<file path="src/rtl/ws281x_bit_encoder.sv">
`default_nettype none
// ============================================================================
// Module      : ws281x_bit_encoder
// Description : WS281x serial line waveform generator. Takes one bit (or a
//               frame latch request) per valid/ready handshake and drives the
//               LED line high then low with bit-dependent lengths, or low for
//               the latch period. Back-to-back requests chain without a gap.
//               Optional macro WS281X_ENCODER_INVERT_EN inverts the line
//               output for inverting level shifters.
// Revision    : 1.0 - initial release
// ============================================================================
module ws281x_bit_encoder #(
  parameter int UNIT_CLKS = 2,
  parameter int RST_UNITS = 6000
) (
  input  logic       clk_in,
  input  logic       rst_in,
  input  logic       bit_vld_in,
  input  logic       bit_data_in,
  input  logic       frame_end_in,
  input  logic [7:0] t0h_cnt_in,
  input  logic [7:0] t0l_cnt_in,
  input  logic [7:0] t1h_cnt_in,
  input  logic [7:0] t1l_cnt_in,
  output logic       bit_rdy_out,
  output logic       busy_out,
  output logic       bit_code_out
);

  // The prescaler needs at least one bit even when UNIT_CLKS is 1.
  localparam int              PRE_W    = (UNIT_CLKS > 1) ? $clog2(UNIT_CLKS) : 1;
  localparam logic [PRE_W-1:0] PRE_LAST = PRE_W'(UNIT_CLKS - 1);
  localparam logic [15:0]      RST_LEN  = 16'(RST_UNITS);

  localparam logic [1:0] IDLE  = 2'd0;
  localparam logic [1:0] HIGH  = 2'd1;
  localparam logic [1:0] LOW   = 2'd2;
  localparam logic [1:0] LATCH = 2'd3;

  logic [1:0]       state;
  logic [PRE_W-1:0] pre;
  logic [15:0]      unit_cnt;
  logic [7:0]       high_len;
  logic [7:0]       low_len;

  logic [15:0] phase_len;
  logic        phase_last;
  logic        accept;
  logic        take_bit;
  logic [7:0]  high_sel;
  logic [7:0]  low_sel;
  logic        wave_high;

  // Length in units of whichever phase is currently running.
  always_comb begin
    phase_len = 16'd1;
    case (state)
      HIGH:    phase_len = {8'd0, high_len};
      LOW:     phase_len = {8'd0, low_len};
      LATCH:   phase_len = RST_LEN;
      default: phase_len = 16'd1;
    endcase
  end

  // Final clock of the running phase: terminal prescaler and unit counts.
  assign phase_last = (state != IDLE) && (pre == PRE_LAST) &&
                      (unit_cnt == (phase_len - 16'd1));

  assign bit_rdy_out = (state == IDLE) ||
                       (phase_last && ((state == LOW) || (state == LATCH)));
  assign accept      = bit_rdy_out && (bit_vld_in || frame_end_in);
  assign take_bit    = accept && bit_vld_in;
  assign busy_out    = (state != IDLE);

  // Zero counts are clamped to one unit so no phase can vanish.
  assign high_sel = bit_data_in ? t1h_cnt_in : t0h_cnt_in;
  assign low_sel  = bit_data_in ? t1l_cnt_in : t0l_cnt_in;

  // Phase sequencing, timing capture and shared prescaler/unit counter.
  always_ff @(posedge clk_in or posedge rst_in) begin
    if (rst_in) begin
      state    <= IDLE;
      pre      <= '0;
      unit_cnt <= 16'd0;
      high_len <= 8'd0;
      low_len  <= 8'd0;
    end else if (accept) begin
      state    <= take_bit ? HIGH : LATCH;
      pre      <= '0;
      unit_cnt <= 16'd0;
      if (take_bit) begin
        high_len <= (high_sel == 8'd0) ? 8'd1 : high_sel;
        low_len  <= (low_sel  == 8'd0) ? 8'd1 : low_sel;
      end
    end else if (phase_last) begin
      state    <= (state == HIGH) ? LOW : IDLE;
      pre      <= '0;
      unit_cnt <= 16'd0;
    end else if (state != IDLE) begin
      if (pre == PRE_LAST) begin
        pre      <= '0;
        unit_cnt <= unit_cnt + 16'd1;
      end else begin
        pre <= pre + PRE_W'(1);
      end
    end
  end

  // Line is driven straight from state so reset forces it idle at once.
  assign wave_high = (state == HIGH);

`ifdef WS281X_ENCODER_INVERT_EN
  assign bit_code_out = ~wave_high;
`else
  assign bit_code_out = wave_high;
`endif

endmodule
`default_nettype wire

</file>
<file path="config.mk">
export PLATFORM = sky130hd
export DESIGN_NAME = ws281x_bit_encoder
export DESIGN_NICKNAME = d
export VERILOG_FILES = /design/src/rtl/ws281x_bit_encoder.sv
export SDC_FILE = /design/constraint.sdc
export NUM_CORES = 1
export LEC_CHECK = 0
export BUFFER_PORTS_ARGS = -buffer_cell sky130_fd_sc_hd__buf_2
export CAP_MARGIN = 20
export CORE_ASPECT_RATIO = 0.5
export CORE_MARGIN = 2
export CORE_UTILIZATION = 39
export DETAILED_ROUTE_END_ITERATION = 16
export SETUP_SLACK_MARGIN = 0.3
export SLEW_MARGIN = 10
export SYNTH_ARGS = -nofsm -noshare
export SYNTH_HDL_FRONTEND = slang
export SYNTH_SLANG_ARGS = --single-unit
export TNS_END_PERCENT = 30
</file>
<file path="constraint.sdc">
create_clock -name clk_in -period 8.72 [get_ports clk_in]
set_input_delay 1.308 -clock clk_in [delete_from_list [all_inputs] [get_ports clk_in]]
set_output_delay 1.308 -clock clk_in [all_outputs]
set_load 0.01 [all_outputs]
</file>
### Word-level counts from Yosys, hierarchy flattened

Cells that the tools add are included.

| operators by class | value |
|---|---|
| add/sub/neg operators | 3 |
| reduce and logical (&&, ||, !) cells | 17 |
| eq/ne operators | 4 |
| mux-type cells | 17 |

Operators with widths:

| kind | count |
|---|---|
| 2-to-1 mux 16 bit | 4 |
| case mux 13 bit (3 select lines) | 1 |
| 2-to-1 mux 8 bit | 4 |
| adder 16 x 1 -> 16 bit (second input constant) | 1 |
| == test 16 bit | 1 |
| logical NOT 8 bit | 2 |
| subtractor 16 x 1 -> 16 bit (second input constant) | 1 |
| 2-to-1 mux 2 bit | 4 |
| nonzero test 3 bit | 2 |
| logical AND 1 bit | 5 |
| == test 2 bit (second input constant) | 2 |
| 2-to-1 mux 1 bit | 4 |
| AND reduction 2 bit | 2 |
| nonzero test 2 bit | 2 |
| logical OR 1 bit | 3 |
| == test 2 x 1 -> 1 bit (second input constant) | 1 |
| logical NOT 2 bit | 1 |
| adder 1 bit (second input constant) | 1 |

| storage, ports and cells | value |
|---|---|
| bits of input ports | 37 |
| register bits after elaboration | 35 |
| output and inout port bits | 3 |

### Depth between registers and ports, before layout

| depth | value |
|---|---|
| word-level depth | 11 |
| mapped depth | 13 |
| depth with buffers taken out | 9 |

### Worst setup path after synthesis

Ideal clock, no wire load.

| timing path | value |
|---|---|
| path kind | register to output |
| from | register state[1] |
| to | output bit_rdy_out |
| stages on the path, launching flop included | 12 |
| path buffers | 3 |
| arrival | 3.199 ns |
| setup slack | 4.213 ns |
| path through | dfrtp_1 -> buf_4 -> clkbuf_1 -> nand3b_1 -> a21boi_0 -> ha_1 -> o221ai_4 -> xnor3_1 -> or4_1 -> or4_1 -> buf_2 -> o31ai_1 |

| between the ends | value |
|---|---|
| word-level cells in the longest chain between the ends | 7 |
| elaborated cells between the ends (all ways) | 13 |
| those cells by class | add/sub (1); eq/ne (4); mux (1); reduce/logical (7) |

RTL lines:

| element | RTL line | source |
|---|---|---|
| from (decl) | 40 | `logic [1:0] state;` |
| from (signal assigned) | 88 | `state <= take_bit ? HIGH : LATCH;` |
| from (signal assigned) | 96 | `state <= (state == HIGH) ? LOW : IDLE;` |
| == test 2 bit / == test 2 x 1 -> 1 bit (equally long branches) | 57, 70 |  |
| case mux 13 bit (3 select lines) | 57 | `case (state)` |
| subtractor 16 x 1 -> 16 bit | 67 | `(unit_cnt == (phase_len - 16'd1));` |
| == test 16 bit | 67 |  |
| logical AND 1 bit | 66 | `assign phase_last = (state != IDLE) && (pre == PRE_LAST) &&` |
| logical AND 1 bit | 70 | `(phase_last && ((state == LOW) \|\| (state == LATCH)));` |
| logical OR 1 bit * | 69 | `assign bit_rdy_out = (state == IDLE) \|\|` |
| to (decl) | 25 | `output logic bit_rdy_out,` |

Every way passes the cells marked *; elsewhere a longest branch is shown, timed or not.

### Worst setup path in the final report

| timing path | value |
|---|---|
| from | register state[0] |
| to | output bit_rdy_out |

Same word-level chain as after synthesis.

==> reports/qor.txt <==
LAYOUT
----------------------------------------------------------------------------------
Number of nets in the final layout ..................................          388
Area growth from synthesis to layout ................................        15.1%
Final instance count without filler cells ...........................          442
Post-Layout Inst Area ...............................................    3050 um^2
Number of diodes added for antenna fixing ...........................            0
Share of final-layout standard cells stronger than drive strength 1 .        0.160
Filler cells ........................................................          641

SYNTHESIS
----------------------------------------------------------------------------------
Share of the synthesized area in the top cell type ..................        0.331
Library cell occupying the most area in the post-synthesis netlist .. sky130_fd_sc_hd__dfrtp_1
Top post-synthesis cells by area .................................... sky130_fd_sc_hd__dfrtp_1 33%, sky130_fd_sc_hd__mux2i_1 6.8%, sky130_fd_sc_hd__nand2_1 6.1%
Ys Warns ............................................................            0
Yosys reg bits ......................................................           35
Synthesized instance count ..........................................          317
Number of flops mapped to enable cells by yosys .....................            0
Share of synthesized area occupied by flip-flops and latches ........        0.331
Post-synthesis net count ............................................          356
Average cell area after synthesis ...................................    8.36 um^2
Async set-or-reset flop fraction in the synthesized netlist .........         1.00
Number of different library cells in the post-synthesis netlist .....           49
Ys flop type ........................................................ sky130_fd_sc_hd__dfrtp_1
Top cells by instance count after synthesis ......................... 43 x sky130_fd_sc_hd__nand2_1, 43 x sky130_fd_sc_hd__nor2_1, 35 x sky130_fd_sc_hd__dfrtp_1
Cell Area, Synth ....................................................    2650 um^2

CRITICAL PATH
----------------------------------------------------------------------------------
Maximum net fanout on the critical path .............................           30
Critical path launch point ..........................................     state[0]
Required time of the worst setup path ...............................      7410 ps
CP max stage cell ................................................... sky130_fd_sc_hd__dfrtp_1
Data arrival time of the critical path ..............................      3980 ps
Worst Path Class, Setup .............................................      reg2out
Cell seen most often among critical-path stages ..................... sky130_fd_sc_hd__or4_1
Worst setup slack for register-to-register paths ....................      4360 ps
Cell depth of the worst flop-to-flop path ...........................            9
R2R Path End ........................................................  unit_cnt[7]
CP Capture Point ....................................................  bit_rdy_out
List of cells traversed by the critical path ........................ inv_1 > o22ai_1 > ha_1 > o221ai_4 > xnor3_1 > or4_1 > or4_1 > o31ai_1 > buf_2
Launching element type of the critical path .........................     register
Crit. End Element ................................................... primary output
Launch point of the worst reg-to-reg path ...........................     state[0]
Max stage delay on crit path ........................................       900 ps

FLOORPLANNING
----------------------------------------------------------------------------------
Starting Density ....................................................        0.400
Placeable core area .................................................    6620 um^2
Top Ports ...........................................................           40
Die area ............................................................    7510 um^2
Die Y-Extent ........................................................      62.3 um
X dimension of the die ..............................................       121 um
Std cell rows .......................................................           21

STATUS
----------------------------------------------------------------------------------
Result of the run ................................................... complete, no violations

CLOCK TREE
----------------------------------------------------------------------------------
Sinks on Clock Net ..................................................           35
Number of resized instances in the post-cts repair step .............            0
Clock latency on the worst-skew pair ................................       280 ps
Total CTS buffers ...................................................            5
CTS tree ............................................................          yes
Buffer count from post-CTS setup fixing .............................            0
Post-CTS Hold Buffers ...............................................            0
Library cell used as clock root buffer .............................. sky130_fd_sc_hd__clkbuf_16
Longest Clk Path Bufs ...............................................            2
# H-tree levels .....................................................            2
CTS clock-pin slew for the worst setup and hold paths ...............        60 ps

PLACE
----------------------------------------------------------------------------------
Input/output buffers ................................................           39
Placed cell areas ...................................................    2910 um^2
Final GP Congestion .................................................        0.794
Minimum setup slack after placement .................................      3750 ps
Placed cell count ...................................................          434
Detailed placement HPWL .............................................      4980 um

POWER AND IR DROP
----------------------------------------------------------------------------------
Clock share of power ................................................        0.478
Leakage power figure ................................................      1.27 nW
Power Density .......................................................  119 nW/um^2
Switching share of power ............................................        0.234
Portion of total power attributed to combinational logic ............        0.075
Net load switching power ............................................      85.1 uW
Share of power burned in registers ..................................        0.447
Worst ir drop on vdd ................................................      64.7 uV
Cell internal power dissipation .....................................       278 uW

STA
----------------------------------------------------------------------------------
Worst hold margin ...................................................       548 ps
Final count of pins violating max slew ..............................            0
Hold violation count in the final report ............................            0
Fin crit share ......................................................        0.607
Highest clock frequency the design can meet .........................      189 MHz
Skew final ..........................................................      5.18 ps
Slack of the critical path ..........................................      3430 ps
Shortest clock period the worst path allows after layout ............      5290 ps
Setup violators final ...............................................            0
Setup TNS Final .....................................................         0 ps
Unrepaired setup endpoints after global routing .....................        false
Measured slew at the worst slew-check pin ...........................       941 ps
Slew Limit Headroom .................................................        0.369

ROUTE
----------------------------------------------------------------------------------
Violation count after the first detailed-routing iteration ..........          169
Detail-routed via count per cell ....................................         5.64
Antenna-violating nets left .........................................            0
First-pass detailed-route iteration total ...........................            4
Drt drc .............................................................            0
Wire length per cell after detailed routing .........................      15.5 um
Detailed Route WL ...................................................      6830 um
Vias after detailed routing .........................................         2495

GLOBAL ROUTE
----------------------------------------------------------------------------------
Wire length of the first global-routing pass ........................     11700 um
Grt total ovfl ......................................................            0
Overall global routing resource usage ...............................        0.192
Antenna violations before repair ....................................            0
Largest net degree at the start of global routing ...................           36
Via count of the first global-routing pass ..........................         2371

MIN PATH
----------------------------------------------------------------------------------
Class of the tightest hold or removal check .........................      reg2reg

RUN
----------------------------------------------------------------------------------
Number of max-cap violations ........................................            0

==> metal layers <==
layer / GRT usage / vias up / share of wire / routed length [um]
li1: - / 1221 / - / -
met2: 0.299 / 86 / 0.45 / 3060
met3: 0.0368 / 8 / 0.060 / 412
met5: 0 / - / 0 / 0
met4: 0.0509 / 0 / 0.0089 / 61
met1: 0.274 / 1180 / 0.48 / 3300
==> placed cells by master (no fill, tap or decap), drive strengths merged, types with 5 or more instances in the layout <==
master and count:
a221o 14, dfrtp 35, nand2 43, a21oi 8
nand3 5, xor2 11, inv 8, nor2 43
nor3 11, clkbuf 5, mux2i 18, buf 43
o31ai 6, xnor2 12, nor4 6, o221ai 5
o21ai 24
==> registers in the layout, indices dropped and copies added (netlist names) <==
name / cells
high_len: 8
unit_cnt: 16
low_len: 8
pre: 1
state: 2
==> kinds of logic after synthesis <==
group | Yosys count | synth area share
mux | 18 | 0.0680
buf+inv | 26 | 0.0416
compound gates | 77 | 0.217
fa+ha+maj | 2 | 0.00944
simple gates | 134 | 0.241
xor+xnor | 25 | 0.0930
flops | 35 | 0.331
==> critical path: cells and delay by family (launching register included) <==
family | cells | cell delay (ps)
flip-flops | 1 | 900
buffers and inverters | 2 | 310
AND/OR/NAND/NOR | 2 | 1210
AO/OA/AOI/OAI | 3 | 660
adder cells (fa/ha/maj) | 1 | 270
XOR/XNOR | 1 | 350
==> worst min path at each step <==
stage	from	to	slack, ps	cells past startpoint
2_1_floorplan	high_len[1]	high_len[1]	500	1
3_3_place_gp	high_len[1]	high_len[1]	530	1
3_5_place_dp	high_len[1]	high_len[1]	540	1
4_1_cts	high_len[1]	high_len[1]	550	1
5_1_grt	high_len[1]	high_len[1]	560	1
6_report	high_len[1]	high_len[1]	550	1
==> power groups by stage <==
stage | Clock [mW] | Sequential (mW) | Combinational, mW
floorplan | 0 | 0.165 | 0.0144
global placement | 0 | 0.165 | 0.0267
detailed placement | 0 | 0.165 | 0.0276
CTS | 0.174 | 0.162 | 0.0276
global route | 0.182 | 0.162 | 0.0308
finish | 0.174 | 0.162 | 0.0271
==> area by class of cell <==
| class | count | area, um^2 | share of cell area |
|---|---|---|---|
| clock inverter | 3 | 15.0 | 0.00492 |
| tap | 92 | 115 | 0.0377 |
| multi-input combinational | 256 | 1660 | 0.546 |
| sequential | 35 | 876 | 0.287 |
| inverter | 8 | 30.0 | 0.00984 |
| timing repair buffer | 43 | 225 | 0.0738 |
| clock buffer | 5 | 125 | 0.0410 |
==> per-stage QoR <==
stage	utilization	total power, mW
finish	0.461	0.363
global route	0.461	0.375
CTS	0.461	0.364
detailed placement	0.440	0.193
global placement	0.440	0.192
floorplan	-	0.180
(Power assumes the default switching activity.)
